--- config.mk ---
export PLATFORM = sky130hd
export DESIGN_NAME = rv_fetch_stage_flat
export DESIGN_NICKNAME = d
export VERILOG_FILES = /design/src/rtl/rv_fetch_stage_if.sv /design/src/rtl/rv_fetch_stage.sv /design/src/flat_wrapper.sv
export SDC_FILE = /design/constraint.sdc
export NUM_CORES = 1
export LEC_CHECK = 0
export CAP_MARGIN = 20
export CORE_MARGIN = 2
export CORE_UTILIZATION = 46
export CTS_CLUSTER_DIAMETER = 200
export DETAILED_ROUTE_END_ITERATION = 12
export GPL_ROUTABILITY_DRIVEN = 0
export PLACE_DENSITY = 0.86
export SLEW_MARGIN = 15
export SYNTH_ARGS = -nofsm -noshare
export SYNTH_HDL_FRONTEND = slang
export SYNTH_SLANG_ARGS = --single-unit
--- constraint.sdc ---
create_clock -name clk -period 3.2 [get_ports clk]
set_clock_uncertainty 0.2 [all_clocks]
set_input_delay 0.32 -clock clk [delete_from_list [all_inputs] [get_ports clk]]
set_output_delay 0.32 -clock clk [all_outputs]
set_load 0.02 [all_outputs]
--- src/rtl/rv_fetch_stage_if.sv ---
// Instruction-memory request/grant/response channel between the fetch stage and memory.
interface rv_fetch_stage_if;
  localparam int unsigned XLEN = 32;

  logic            imem_req;
  logic [XLEN-1:0] imem_addr;
  logic            imem_gnt;
  logic            imem_rvalid;
  logic [XLEN-1:0] imem_rdata;

  modport master (
    output imem_req,
    output imem_addr,
    input  imem_gnt,
    input  imem_rvalid,
    input  imem_rdata
  );

  modport slave (
    input  imem_req,
    input  imem_addr,
    output imem_gnt,
    output imem_rvalid,
    output imem_rdata
  );
endinterface

--- src/rtl/rv_fetch_stage.sv ---
// IF stage and IF/ID register: owns pcF, keeps one fetch in flight, buffers responses
// that land during a stall and drops responses that belong to a redirected path.
module rv_fetch_stage #(
  parameter logic [31:0] RESET_PC = 32'h0000_0000,
  parameter logic [31:0] NOP_INSN = 32'h0000_0013
) (
  input  logic                    clk,
  input  logic                    rst,
  input  logic                    stallF,
  input  logic                    stallD,
  input  logic                    flushD,
  input  logic                    br_taken,
  input  logic [31:0]             br_target,
  rv_fetch_stage_if.master        imem,
  output logic [31:0]             instrD,
  output logic [31:0]             pcD,
  output logic [31:0]             pc_plus4D,
  output logic                    validD,
  output logic [31:0]             pcF
);
  localparam int unsigned XLEN = 32;

  typedef enum logic [1:0] {
    IDLE = 2'd0,
    WAIT = 2'd1,
    DROP = 2'd2
  } out_state_e;

  out_state_e      state;
  out_state_e      state_n;
  logic [XLEN-1:0] out_pc;
  logic            buf_valid;
  logic [XLEN-1:0] buf_instr;
  logic [XLEN-1:0] buf_pc;
  logic            req;
  logic            fire;
  logic            accept;
  logic            id_load;

  // Issue/accept decode and outstanding-fetch tracker next state
  always_comb begin
    state_n = state;
    req     = !rst && !stallF && !buf_valid && !br_taken &&
              ((state == IDLE) || imem.imem_rvalid);
    fire    = req && imem.imem_gnt;
    accept  = imem.imem_rvalid && (state == WAIT) && !br_taken;
    id_load = !flushD && !stallD;
    if (imem.imem_rvalid && (state != IDLE)) state_n = IDLE;
    if (br_taken && (state == WAIT) && !imem.imem_rvalid) state_n = DROP;
    if (fire) state_n = WAIT;
  end

  always_ff @(posedge clk) begin
    if (rst) state <= IDLE;
    else     state <= state_n;
  end

  assign imem.imem_req  = req;
  assign imem.imem_addr = pcF;

  // Fetch PC, in-flight PC and the one-entry stall buffer
  always_ff @(posedge clk) begin
    if (rst) begin
      pcF       <= RESET_PC;
      out_pc    <= '0;
      buf_valid <= 1'b0;
      buf_instr <= '0;
      buf_pc    <= '0;
    end else begin
      if (br_taken)  pcF <= br_target;
      else if (fire) pcF <= pcF + XLEN'(4);
      if (fire) out_pc <= pcF;
      if (br_taken) begin
        buf_valid <= 1'b0;
      end else if (accept && !id_load) begin
        buf_valid <= 1'b1;
        buf_instr <= imem.imem_rdata;
        buf_pc    <= out_pc;
      end else if (buf_valid && id_load) begin
        buf_valid <= 1'b0;
      end
    end
  end

  // IF/ID register: flush > stall > buffer > fresh response > bubble
  always_ff @(posedge clk) begin
    if (rst) begin
      instrD    <= NOP_INSN;
      pcD       <= '0;
      pc_plus4D <= XLEN'(4);
      validD    <= 1'b0;
    end else if (flushD) begin
      instrD <= NOP_INSN;
      validD <= 1'b0;
    end else if (!stallD) begin
      if (buf_valid) begin
        instrD    <= buf_instr;
        pcD       <= buf_pc;
        pc_plus4D <= buf_pc + XLEN'(4);
        validD    <= 1'b1;
      end else if (accept) begin
        instrD    <= imem.imem_rdata;
        pcD       <= out_pc;
        pc_plus4D <= out_pc + XLEN'(4);
        validD    <= 1'b1;
      end else begin
        instrD <= NOP_INSN;
        validD <= 1'b0;
      end
    end
  end
endmodule

--- src/flat_wrapper.sv ---
// flat-port wrapper written by rule: the top's interface ports become plain ports
module rv_fetch_stage_flat 
#(
  parameter logic [31:0] RESET_PC = 32'h0000_0000,
  parameter logic [31:0] NOP_INSN = 32'h0000_0013
)
  (clk, rst, stallF, stallD, flushD, br_taken, br_target, instrD, pcD, pc_plus4D, validD, pcF, imem_imem_req, imem_imem_addr, imem_imem_gnt, imem_imem_rvalid, imem_imem_rdata);
  rv_fetch_stage_if imem_i ();
  input  logic clk;
  input  logic rst;
  input  logic stallF;
  input  logic stallD;
  input  logic flushD;
  input  logic br_taken;
  input  logic [31:0] br_target;
  output logic [31:0] instrD;
  output logic [31:0] pcD;
  output logic [31:0] pc_plus4D;
  output logic validD;
  output logic [31:0] pcF;
  output wire logic [$bits(imem_i.imem_req)-1:0] imem_imem_req;
  output wire logic [$bits(imem_i.imem_addr)-1:0] imem_imem_addr;
  input wire logic [$bits(imem_i.imem_gnt)-1:0] imem_imem_gnt;
  input wire logic [$bits(imem_i.imem_rvalid)-1:0] imem_imem_rvalid;
  input wire logic [$bits(imem_i.imem_rdata)-1:0] imem_imem_rdata;
  assign imem_imem_req = imem_i.imem_req;
  assign imem_imem_addr = imem_i.imem_addr;
  assign imem_i.imem_gnt = imem_imem_gnt;
  assign imem_i.imem_rvalid = imem_imem_rvalid;
  assign imem_i.imem_rdata = imem_imem_rdata;
  rv_fetch_stage #(.RESET_PC(RESET_PC), .NOP_INSN(NOP_INSN)) u_core (.clk(clk), .rst(rst), .stallF(stallF), .stallD(stallD), .flushD(flushD), .br_taken(br_taken), .br_target(br_target), .imem(imem_i), .instrD(instrD), .pcD(pcD), .pc_plus4D(pc_plus4D), .validD(validD), .pcF(pcF));
endmodule
==> results.tsv, run 1 <==
metric	value	unit
status	finished, final reports clean	
ant diodes	0	
Die Wd	153	µm
Hold EP	u_core.buf_pc[27]$_SDFFE_PP0P_	
number of flops mapped to enable cells by yosys	0	
Core Box Area	0.0218	mm²
TritonCTS clock tree	done	
Final Setup Violations	0	
grt peak-use layer	met2	
Synth async-reset ratio	0	
Reg clk slew, reported paths	0.06	ns
Initial DRC Count	840	
DP Worst Slack	0.269	ns
Mapped Nets	1317	
Final Non-Filler Cells	1699	
CP Class	reg -> reg	
clk sink count	226	
worst slew pin tran	1.08	ns
crit start category	flip-flop	
antenna viol nets, final	0	
HP Start	rst	
WL per Instance	17.4	µm
Reg2Reg Depth	7	
final-report hold violation count	0	
initial antenna violation count	0	
IO Port Bufs	233	
setup slack after layout	0.257	ns
GR Layer Usage met2	0.372	
die area	0.0234	mm²
CTS H-Tree Depth	1	
GR Overflow Total	0	
Synth Cell Area	0.0102	mm²
Power Dens Cells	471	mW/mm²
CP max FO	38	
fin crit share	0.920	
CTS Buf Count	23	
max cap viols	0	
min-delay worst type	in -> reg	
first-pass GRT wire length	47300	µm
largest net degree at the start of global routing	72	
GRT Util Overall	0.240	
peak supply drop	0.000360	V
CP Capture Type	flip-flop	
met3 Use GR	0.0394	
grt met1 use	0.340	
setup_tns	0	ns
Area Growth Syn to Fin	30.1	%
Bufs on Longest Clock Path	3	
Nets	1477	
largest cells by area after synthesis	dfxtp_1 44%, nand2_1 9.3%, a21oi_1 6.4%	
postcts setup bufs	0	
worst rel slew slack	0.275	
leading area contributor after synthesis	dfxtp_1	
#FFs+latches synth	226	
# IOs	234	
CTS root buf	clkbuf_16	
RSZ-0062 raised after global routing	false	
worst reg-to-reg setup slack	0.26	ns
Slew Viols, Final	0	
Worst-Skew Late Latency	0.51	ns
Post-DP HPWL	20400	µm
warning count from the yosys run	0	
WP data arrival	3.19	ns
synthesized instance count	1243	
hold path depth	2	
worst hold slack	0.0187	ns
shortest period the worst path allows	2.94	ns
Seq/Total Area, Yosys	0.443	
DR vias/cell	5.81	
first-pass iteration count of the detailed router	5	
DRC	0	
RR Startpoint	u_core.buf_valid$_SDFFE_PP0P_	
Synth top area share	0.443	
post-CTS sizing	0	
f_max	340	MHz
# rows	54	
Mean Syn Cell Area	8.21	µm²
Total Power	0.00625	W
Worst R2R End	u_core.pc_plus4D[28]$_SDFFE_PP0P_	
WL final	29500	µm
Req. time, crit path	3.45	ns
synth unique cells	67	
Initial Util	0.467	
fraction of layout cells with a size suffix above 1	0.0733	
vias in the first global route	9156	
chip height	153	µm
Synth Flop Type	dfxtp_1	
placed instance count	1658	
Leak	4.30	nW
Hold Buf Count CTS	0	
Vias	9873	
-- state kept, by name, indices dropped and copies added (netlist names) --
name,cells
u_core.buf_valid,1
u_core.pc_plus4D,32
u_core.buf_instr,32
u_core.buf_pc,32
u_core.out_pc,32
u_core.imem.imem_addr,32
u_core.state,2
u_core.instrD,32
u_core.pcD,30
u_core.validD,1
-- cells by family after synthesis --
kind of cell	Yosys count	share of synthesized area
xor gates and xnor gates	18	0.0155
DFF	226	0.443
buffers and inverters	133	0.0682
adders and majority gates	2	0.00245
muxes	53	0.0545
AOI/OAI and AO/OA	291	0.182
and+or+nand+nor	520	0.234
-- area by class of cell --
class	count	area, µm²
repair buffers	261	2570
well taps	280	350
inverters	7	26.3
clock buffers	30	632
clock inverters	11	164
flip-flops and latches	226	4530
fillers	1830	8550
multi-input cells	884	5010
-- placed cells by master, fill, tap and decap left out, drive strengths merged, types with 4 or more instances in the layout --
cell / count
and3: 9
clkbuf: 30
clkinv: 5
dfxtp: 226
nand4: 26
o311ai: 7
nor2: 97
inv: 7
buf: 29
mux2: 20
or3: 5
a21oi: 131
a22oi: 20
a211oi: 35
nor4: 7
nor3: 31
o211ai: 7
xnor2: 12
o21ai: 29
a32oi: 5
a221oi: 18
nand3b: 9
mux2i: 33
bufinv: 4
nand4b: 7
xor2: 6
nand3: 58
clkdlybuf4s50: 232
and2: 4
nand2: 253
a31oi: 13
-- per-layer routing --
metal	vias to the layer above	part of all wire
li1	4715	-
met1	4642	0.44
met2	460	0.45
met3	56	0.082
met4	0	0.026
met5	-	0
-- per-stage QoR --
step	util	area (µm²)
3_3_place_gp	0.572	12500
3_5_place_dp	0.572	12500
2_1_floorplan	-	10200
6_report	0.608	13300
4_1_cts	0.608	13300
5_1_grt	0.608	13300
-- worst max-delay path by stage --
| stage | to | from | depth (start not counted) | slack (ns) |
|---|---|---|---|---|
| 5_1_grt | u_core.pc_plus4D[28]$_SDFFE_PP0P_ | u_core.buf_valid$_SDFFE_PP0P_ | 7 | 0.06 |
| 3_5_place_dp | u_core.imem.imem_addr[20]$_SDFFE_PP0P_ | br_taken | 7 | 0.27 |
| 3_3_place_gp | u_core.imem.imem_addr[20]$_SDFFE_PP0P_ | br_taken | 7 | 0.33 |
| 6_report | u_core.pc_plus4D[28]$_SDFFE_PP0P_ | u_core.buf_valid$_SDFFE_PP0P_ | 7 | 0.26 |
| 4_1_cts | imem_imem_req | u_core.buf_valid$_SDFFE_PP0P_ | 4 | 0.29 |
| 2_1_floorplan | u_core.pc_plus4D[30]$_SDFFE_PP0P_ | u_core.buf_valid$_SDFFE_PP0P_ | 13 | 0.0002 |
-- critical path: stages (launching register included) --
cell,delay (ns)
dfxtp_4,0.67
mux2_2,0.27
ha_1,0.22
nand4b_1,0.13
a21oi_1,0.46
nand4_1,0.27
or4_1,0.57
nand3_1,0.07
-- synth_stat cells (all sizes together), types with 9 or more instances --
master / instances
clkbuf: 60
buf: 66
xnor2: 12
nand2: 253
a21oi: 131
mux2: 20
nor3: 31
nand3b: 9
a22oi: 20
dfxtp: 226
mux2i: 33
nand4: 26
nor2: 97
a211oi: 35
nand3: 58
a31oi: 13
o21ai: 29
and3: 9
a221oi: 18
-- power breakdown --
group	internal, W	switching [W]	total (W)
Clock	0.00172	0.00111	0.00283
Combinational	0.000236	0.000265	0.000501
Sequential	0.00285	0.0000654	0.00292
Total	0.00481	0.00144	0.00625
Note: power is estimated with default switching activity, not from simulation.
==> inputs of run 2 (changes only) <==
--- a/config.mk
+++ b/config.mk
@@ -6,11 +6,11 @@
 export NUM_CORES = 1
 export LEC_CHECK = 0
 export CAP_MARGIN = 20
+export CORE_ASPECT_RATIO = 0.75
 export CORE_MARGIN = 2
 export CORE_UTILIZATION = 46
 export CTS_CLUSTER_DIAMETER = 200
 export DETAILED_ROUTE_END_ITERATION = 12
-export GPL_ROUTABILITY_DRIVEN = 0
 export PLACE_DENSITY = 0.86
 export SLEW_MARGIN = 15
 export SYNTH_ARGS = -nofsm -noshare
==> run 2 against run 1 <==
Compared with the run above: sequential power hardly changed; final area rose by 0.48%; non-clock buffer count is 3 lower; worst hold slack improved by 0.15 ns; via count up 1.2%; first-iteration DRC count up 35%; largest cell class unchanged; routed wire length is 5.5% higher; critical endpoint unchanged.
==> results.tsv, run 2 (synthesis gave the netlist of run 1 again) <==
metric	value	unit	change
f_max	339	MHz	-0.21%
RR Startpoint	u_core.buf_valid$_SDFFE_PP0P_		
TritonCTS clock tree	done		
Core Box Area	0.0219	mm²	+0.51%
CP Capture Point	u_core.pc_plus4D[28]$_SDFFE_PP0P_		
Worst-Skew Late Latency	0.51	ns	about the same
postcts setup bufs	0		unchanged
Final Non-Filler Cells	1712		+0.77%
commonest non-fill, non-tap cell in the layout	nand2_1		
WL final	31100	µm	+5.5%
final instance area	0.0133	mm²	+0.48%
first-pass iteration count of the detailed router	6		+1
IO Port Bufs	233		unchanged
sw frac	0.235		+0.00414
Initial Util	0.465		-0.00237
worst reg-to-reg setup slack	0.25	ns	about the same
status	finished, final reports clean		
max cap viols	0		unchanged
Area Growth Syn to Fin	30.8	%	
DR vias/cell	5.84		+0.46%
worst rel slew slack	0.303		+0.0286
Power Dens Cells	471	mW/mm²	about the same
Reg2Reg Depth	7		unchanged
min-delay worst type	in -> reg		
Seq pwr share	0.465		-0.002
vias in the first global route	9088		-0.74%
peak supply drop	0.000378	V	+5.1%
initial antenna violation count	0		unchanged
worst slew pin tran	1.04	ns	-0.0427 ns
setup_tns	0	ns	unchanged
Hold Buf Count CTS	0		unchanged
fin crit share	0.922		+0.00196
Nets	1475		-0.14%
CP Class	reg -> reg		
Leak	4.32	nW	+0.33%
Final GP Congestion	0.884		
CP Capture Type	flip-flop		
die area	0.0234	mm²	about the same
largest net degree at the start of global routing	186		+160%
# IOs	234		unchanged
clock power share	0.454		about the same
worst setup path start	u_core.buf_valid$_SDFFE_PP0P_		
CTS root buf	clkbuf_16		
DRC	0		unchanged
Comb pwr share	0.081		about the same
Die Wd	176	µm	+15%
# rows	47		-13%
Final Setup Violations	0		unchanged
Placed Area	0.0125	mm²	+0.26%
Initial DRC Count	1138		+35%
antenna viol nets, final	0		unchanged
Reg clk slew, reported paths	0.07	ns	about the same
Worst R2R End	u_core.pc_plus4D[28]$_SDFFE_PP0P_		
WL per Instance	18.2	µm	+4.7%
clk sink count	226		unchanged
final-report hold violation count	0		unchanged
Net Sw Power	0.00148	W	+2.4%
WP data arrival	3.22	ns	+0.03 ns
CTS Buf Count	24		+4.3%
fraction of layout cells with a size suffix above 1	0.0733		about the same
Bufs on Longest Clock Path	3		unchanged
most frequent cells in the layout	253 x nand2_1, 232 x clkdlybuf4s50_1, 225 x dfxtp_1, 131 x a21oi_1, 96 x nor2_1		
Vias	9994		+1.2%
shortest period the worst path allows	2.95	ns	+0.00626 ns
placed instance count	1669		+0.66%
crit start category	flip-flop		
Post-DP HPWL	21100	µm	+3.4%
chip height	133	µm	-13%
first-pass GRT wire length	49100	µm	+3.9%
Total Power	0.00628	W	+0.58%
GR Overflow Total	0		unchanged
Slew Viols, Final	0		unchanged
GRT Util Overall	0.256		+0.0159
CTS H-Tree Depth	1		unchanged
Pint	0.00481	W	about the same
final design utilization	0.608		about the same
ant diodes	0		unchanged
Req. time, crit path	3.47	ns	+0.02 ns
RSZ-0062 raised after global routing	false		
CP max FO	33		-13%
post-CTS sizing	0		unchanged
run 2: changes by cell type in the layout (fill, tap and decap cells not counted), sizes merged:
| cell | before | now |
|---|---|---|
| clkbuf | 30 | 37 |
| clkinvlp | 2 | 0 |
| buf | 29 | 26 |
| bufinv | 4 | 1 |
run 2: power by group through the flow:
stage                     Clock (W)  Combinational, W  Sequential, W
after floorplan                   0          0.000237        0.00300
after global routing        0.00300          0.000541        0.00293
after detailed placement          0          0.000501        0.00298
after global placement            0          0.000497        0.00298
after CTS                   0.00289          0.000505        0.00292
final                       0.00285          0.000507        0.00292
run 2: final cells by class:
class	count	area, µm²
timing repair buffer	258	2580
tap	294	368
clock buffer	37	761
clock inverter	6	66.3
inverter	7	26.3
multi-input combinational	884	5010
sequential	226	4530
fill	1860	8590
run 2: routing by layer:
metal | track usage | routed length [µm] | part of all wire | up-vias
li1 | - | - | - | 4715
met1 | 0.386 | 14200 | 0.46 | 4665
met2 | 0.378 | 13300 | 0.43 | 564
met3 | 0.0443 | 2930 | 0.094 | 50
met4 | 0.0606 | 621 | 0.020 | 0
met5 | 0 | 0 | 0 | -
run 2: critical path, cell delays in order, from the launching register on:
cell and delay, ns:
dfxtp_4 0.61, mux2_2 0.26, ha_1 0.22, nand4b_1 0.14, a21oi_1 0.51, nand4_1 0.28, or4_1 0.59, nand3_1 0.08
run 2: how the worst min path moves through the flow:
stage	start	endpoint	slack (ns)	cells past startpoint
after detailed placement	u_core.buf_pc[1]$_SDFFE_PP0P_	u_core.buf_pc[1]$_SDFFE_PP0P_	0.25	2
after floorplan	imem_imem_rvalid	u_core.state[1]$_SDFFE_PP0P_	0.20	1
after global routing	br_target[18]	u_core.imem.imem_addr[18]$_SDFFE_PP0P_	0.18	3
after global placement	u_core.buf_instr[11]$_SDFFE_PP0P_	u_core.buf_instr[11]$_SDFFE_PP0P_	0.24	2
after CTS	br_target[2]	u_core.imem.imem_addr[2]$_SDFFE_PP0P_	0.16	3
final	br_target[2]	u_core.imem.imem_addr[2]$_SDFFE_PP0P_	0.17	3
run 2: stage by stage:
step	hold WS, ns	worst slack (ns)
5_1_grt	0.180	0.119
2_1_floorplan	0.199	0.000163
3_5_place_dp	0.246	0.167
3_3_place_gp	0.239	0.286
4_1_cts	0.155	0.322
6_report	0.167	0.250
